$ cat src/rtl/rc_add_sub_pkg.sv
// -----------------------------------------------------------------------------
// rc_add_sub_pkg
// Shared constants for the ripple-carry adder/subtractor datapath.
//   MODE_ADD / MODE_SUB : encodings of the SnA mode-select input.
//   RC_WIDTH_32 / RC_WIDTH_64 : the operand widths the ALU elaborates.
// -----------------------------------------------------------------------------
package rc_add_sub_pkg;

    localparam logic MODE_ADD = 1'b0;
    localparam logic MODE_SUB = 1'b1;

    localparam int RC_WIDTH_32 = 32;
    localparam int RC_WIDTH_64 = 64;

endpackage : rc_add_sub_pkg

$ cat src/rtl/full_adder.sv
// -----------------------------------------------------------------------------
// full_adder
// One-bit full-adder cell, the building block of the ripple carry chain.
// Ports:
//   a, b  : operand bits
//   ci    : carry in from the previous stage
//   s     : sum bit
//   co    : carry out to the next stage
// -----------------------------------------------------------------------------
module full_adder (
    input  logic a,
    input  logic b,
    input  logic ci,
    output logic s,
    output logic co
);

    logic prop_s;

    // Propagate term is shared between the sum and the carry.
    assign prop_s = a ^ b;
    assign s      = prop_s ^ ci;
    assign co     = (a & b) | (ci & prop_s);

endmodule : full_adder

$ cat src/rtl/rc_add_sub.sv
// -----------------------------------------------------------------------------
// rc_add_sub
// Ripple-carry adder/subtractor with registered outputs, the integer
// add/subtract datapath of the ALU.
// Parameters:
//   WIDTH : operand/result width (32 or 64 in use, any value >= 2 elaborates)
// Ports:
//   CLK : rising-edge clock
//   RST : synchronous active-low reset (clears Y and CO)
//   A   : first operand (minuend when subtracting)
//   B   : second operand (subtrahend when subtracting)
//   SnA : mode select, MODE_ADD = add, MODE_SUB = subtract
//   Y   : registered sum/difference modulo 2^WIDTH
//   CO  : registered carry out of the MSB stage (in subtract mode, 1 = no borrow)
// -----------------------------------------------------------------------------
module rc_add_sub
    import rc_add_sub_pkg::*;
#(
    parameter int WIDTH = RC_WIDTH_32
) (
    input  logic             CLK,
    input  logic             RST,
    input  logic [WIDTH-1:0] A,
    input  logic [WIDTH-1:0] B,
    input  logic             SnA,
    output logic [WIDTH-1:0] Y,
    output logic             CO
);

    logic [WIDTH-1:0] b_cond_s;
    logic [WIDTH-1:0] sum_s;
    logic [WIDTH:0]   carry_s;

    logic [WIDTH-1:0] y_d;
    logic [WIDTH-1:0] y_q;
    logic             co_d;
    logic             co_q;

    // Subtraction is A + ~B + 1: inverting B and injecting SnA as the
    // stage-0 carry turns the same chain into a two's-complement subtractor.
    assign b_cond_s   = B ^ {WIDTH{SnA}};
    assign carry_s[0] = SnA;

    // The carry deliberately ripples through every cell; no lookahead.
    for (genvar i = 0; i < WIDTH; i++) begin : g_chain
        full_adder u_fa (
            .a  (A[i]),
            .b  (b_cond_s[i]),
            .ci (carry_s[i]),
            .s  (sum_s[i]),
            .co (carry_s[i+1])
        );
    end

    // Next-state values for the output register.
    always_comb begin
        y_d  = sum_s;
        co_d = carry_s[WIDTH];
    end

    // Output register with synchronous active-low clear.
    always_ff @(posedge CLK) begin
        if (!RST) begin
            y_q  <= {WIDTH{1'b0}};
            co_q <= 1'b0;
        end else begin
            y_q  <= y_d;
            co_q <= co_d;
        end
    end

    assign Y  = y_q;
    assign CO = co_q;

endmodule : rc_add_sub

$ cat config.mk
export PLATFORM = sky130hd
export DESIGN_NAME = rc_add_sub
export DESIGN_NICKNAME = d
export VERILOG_FILES = /design/src/rtl/rc_add_sub_pkg.sv /design/src/rtl/full_adder.sv /design/src/rtl/rc_add_sub.sv
export SDC_FILE = /design/constraint.sdc
export NUM_CORES = 1
export LEC_CHECK = 0
export ABC_AREA = 1
export CAP_MARGIN = 20
export CORE_MARGIN = 5
export CORE_UTILIZATION = 43
export DETAILED_ROUTE_END_ITERATION = 16
export PLACE_DENSITY = 0.86
export SYNTH_ARGS = -nofsm -noshare
export SYNTH_HDL_FRONTEND = slang
export SYNTH_SLANG_ARGS = --single-unit
$ cat constraint.sdc
create_clock -name CLK -period 30.6 [get_ports CLK]
set_input_delay 3.06 -clock CLK [delete_from_list [all_inputs] [get_ports CLK]]
set_output_delay 3.06 -clock CLK [all_outputs]
set_load 0.01 [all_outputs]
==> flow_metrics.py <==
metrics = {
    "grt": {
        "grt_pass1_wl_um": 7148,
        "grt_max_degree": 33,
        "track_usage_pct": 15.22,
        "antenna_found_initial": 0,
        "grt_pass1_vias": 1548,
        "grt_overflow": 0,
    },
    "pwr": {
        "power.internal_w": 0.00009791,
        "p_leak_nw": 1.289,
        "peakVddDrop_mv": 0.02325,
        "p_clk_share_pct": 23.0,
        "seq_power_share_pct": 38.2,
        "switchingPower_w": 0.00003989,
        "combPwrFrac_pct": 38.9,
        "power-per-cell-area_mw_per_mm2": 46.04,
        "swShare_pct": 28.95,
    },
    "synth": {
        "ys_warn_count": 0,
        "avgSynthCellArea_um2": 10.93,
        "synth.area.top_cells": "dfxtp_1 (34%), fa_1 (32%), xnor2_1 (12%)",
        "yosysSeqAreaShare_pct": 34.33,
        "async_flop_share_pct": 0,
        "synth_nets": 274,
        "synth_cells": 176,
        "synth_top_area_cell": "dfxtp_1",
        "mappedNetlistArea_mm2": 0.001924,
        "synth_ff_type": "dfxtp_1",
        "yosys.area.top_type_share_pct": 34.33,
        "ys_ff_latch": 33,
        "synthDistinctLibCells": 15,
        "synth-edff-count": 0,
    },
    "clock_tree": {
        "cts_setup_buffers": 0,
        "root_buffer": "clkbuf_8",
        "ctsResizeCount": 0,
        "cts_tree": "yes",
        "ctsHoldBuffers": 0,
        "path_clk_slew_ns": 0.07,
        "htree_levels": 2,
        "clkSinkCount": 33,
        "cts_buffer_depth": 2,
        "cts_buffers": 5,
    },
    "timing": {
        "finalHoldViolCount": 0,
        "setup_viol": 0,
        "fin_crit_sh_pct": 53.30,
        "fmax_mhz": 61.32,
        "finalMaxSlewViolations": 0,
        "rsz0062_at_grt": "false",
        "tns_ns": 0,
        "tightest_slew_ns": 0.5506,
        "slew_headroom_pct": 63.24,
        "period_minus_slack_ns": 16.31,
    },
    "routing": {
        "vias": 1425,
        "routedWlPerCell_um": 12.96,
        "postRouteAntennaNets": 0,
        "vias_per_cell": 4.331,
        "drc": 0,
        "drt_iter0_markers": 26,
        "routed_wl_um": 4265,
        "firstDrtPassIters": 4,
    },
    "critical_path": {
        "path_max_fanout": 32,
        "critPathKind": "in2reg",
        "path_delay_family": "adder cells",
        "cp.required_ns": 30.78,
        "cp-end-kind": "flip-flop",
        "path_buf_inv": 6,
        "worstPathArrival_ns": 16.49,
        "startpoint_type": "input pin",
        "slowest_stage": "buf_4",
        "cpPeakStageDelay_ns": 0.45,
        "crit_top_cell": "fa_1",
    },
    "floorplan": {
        "die_h_um": 76.90,
        "die_x_um": 76.90,
        "initial_core_util_pct": 44.20,
        "die_area_mm2": 0.005913,
        "io_pins": 100,
        "num_rows": 24,
        "coreArea_mm2": 0.004354,
    },
    "cells_and_area": {
        "drive_gt1_share_pct": 4.693,
        "area_growth_pct": 55.53,
        "fin_cells": 329,
        "diodes": 0,
        "nNetsFinal": 374,
    },
    "flow_run": {
        "cap_violations": 0,
    },
    "hold_path": {
        "whs_path_depth": 3,
        "hold_path.class": "in2reg",
        "hp-start": "A[0]",
        "hold_end": "Y[0]",
    },
    "placement": {
        "dp_hpwl_um": 3587,
        "dpl.cell_count": 321,
        "gp_congestion": 0.6926,
        "numPortBuffers": 99,
    },
    "outcome": {
        "status": "complete, no violations",
    },
}
-- stage by stage --
stage | area [um^2] | utilization (%) | power [W] | setup slack (ns) | hold slack [ns]
after floorplan | 1924 | - | 0.00007978 | 14.96 | 3.153
after global placement | 2907 | 66.75 | 0.0001055 | 14.15 | 3.649
after detailed placement | 2907 | 66.75 | 0.0001081 | 13.93 | 3.677
after CTS | 2993 | 68.74 | 0.0001401 | 14.22 | 3.375
after global routing | 2993 | 68.74 | 0.0001484 | 13.79 | 3.366
final | 2993 | 68.74 | 0.0001378 | 14.29 | 3.391
-- cell usage in the layout (no fill, tap or decap) --
cell type and count:
a21oi_1 1, buf_2 1, buf_4 1, clkbuf_8 5, clkdlybuf4s50_1 98, clkinv_2 2
clkinvlp_4 1, dfxtp_1 33, fa_1 31, inv_1 37, inv_2 1, nand2_1 5
nor2_1 29, o21ai_1 1, xnor2_1 27, xnor2_2 2, xor2_1 2
-- synthesized netlist by cell type (2+ instances only) --
cell,number
xor2_1,2
nor2_1,29
buf_2,3
dfxtp_1,33
fa_1,31
xnor2_2,2
buf_8,2
xnor2_1,27
nand2_1,5
inv_1,37
-- sequential cells by signal, summed over array words and instances (netlist names) --
register	count
Y	32
CO	1
-- metal layers --
layer	vias up	global-route usage, %	wire (um)
met2	55	28.35	2377
li1	686	-	-
met3	6	5.504	354
met5	-	0	0
met1	678	15.39	1473
met4	0	5.245	59
-- power groups by stage --
| stage | clock, W | combinational [W] | sequential [W] |
|---|---|---|---|
| 3_5_place_dp | 0 | 0.0000544 | 0.0000538 |
| 5_1_grt | 0.0000352 | 0.0000597 | 0.0000535 |
| 6_report | 0.0000317 | 0.0000536 | 0.0000526 |
| 2_1_floorplan | 0 | 0.0000220 | 0.0000577 |
| 3_3_place_gp | 0 | 0.0000522 | 0.0000533 |
| 4_1_cts | 0.0000326 | 0.0000547 | 0.0000527 |
-- worst max path at each step --
stage	startpoint	to	slack (ns)	cells after the start
6_report	SnA	Y[31]	14.29	39
5_1_grt	SnA	Y[31]	13.79	39
4_1_cts	SnA	Y[31]	14.22	39
3_5_place_dp	SnA	Y[31]	13.93	39
3_3_place_gp	SnA	Y[31]	14.15	39
2_1_floorplan	SnA	Y[31]	14.96	39
-- cells by family after synthesis --
| kind of cell | Yosys count | share of synthesized area [%] |
|---|---|---|
| buffers and inverters | 45 | 11.38 |
| AND/OR/NAND/NOR | 34 | 6.632 |
| flip-flops | 33 | 34.33 |
| XOR/XNOR | 31 | 14.89 |
| adder cells (fa/ha/maj) | 31 | 32.25 |
| AO/OA/AOI/OAI | 2 | 0.5197 |
-- cell type report --
type / instances / area (um^2)
fill: 333 / 1361
multi-input combinational: 98 / 1045
timing repair buffer: 100 / 993.5
sequential: 33 / 660.6
inverter: 38 / 142.6
clock buffer: 5 / 68.82
tap: 52 / 65.06
clock inverter: 3 / 17.52
No activity file was read; power rests on OpenSTA's default activity.
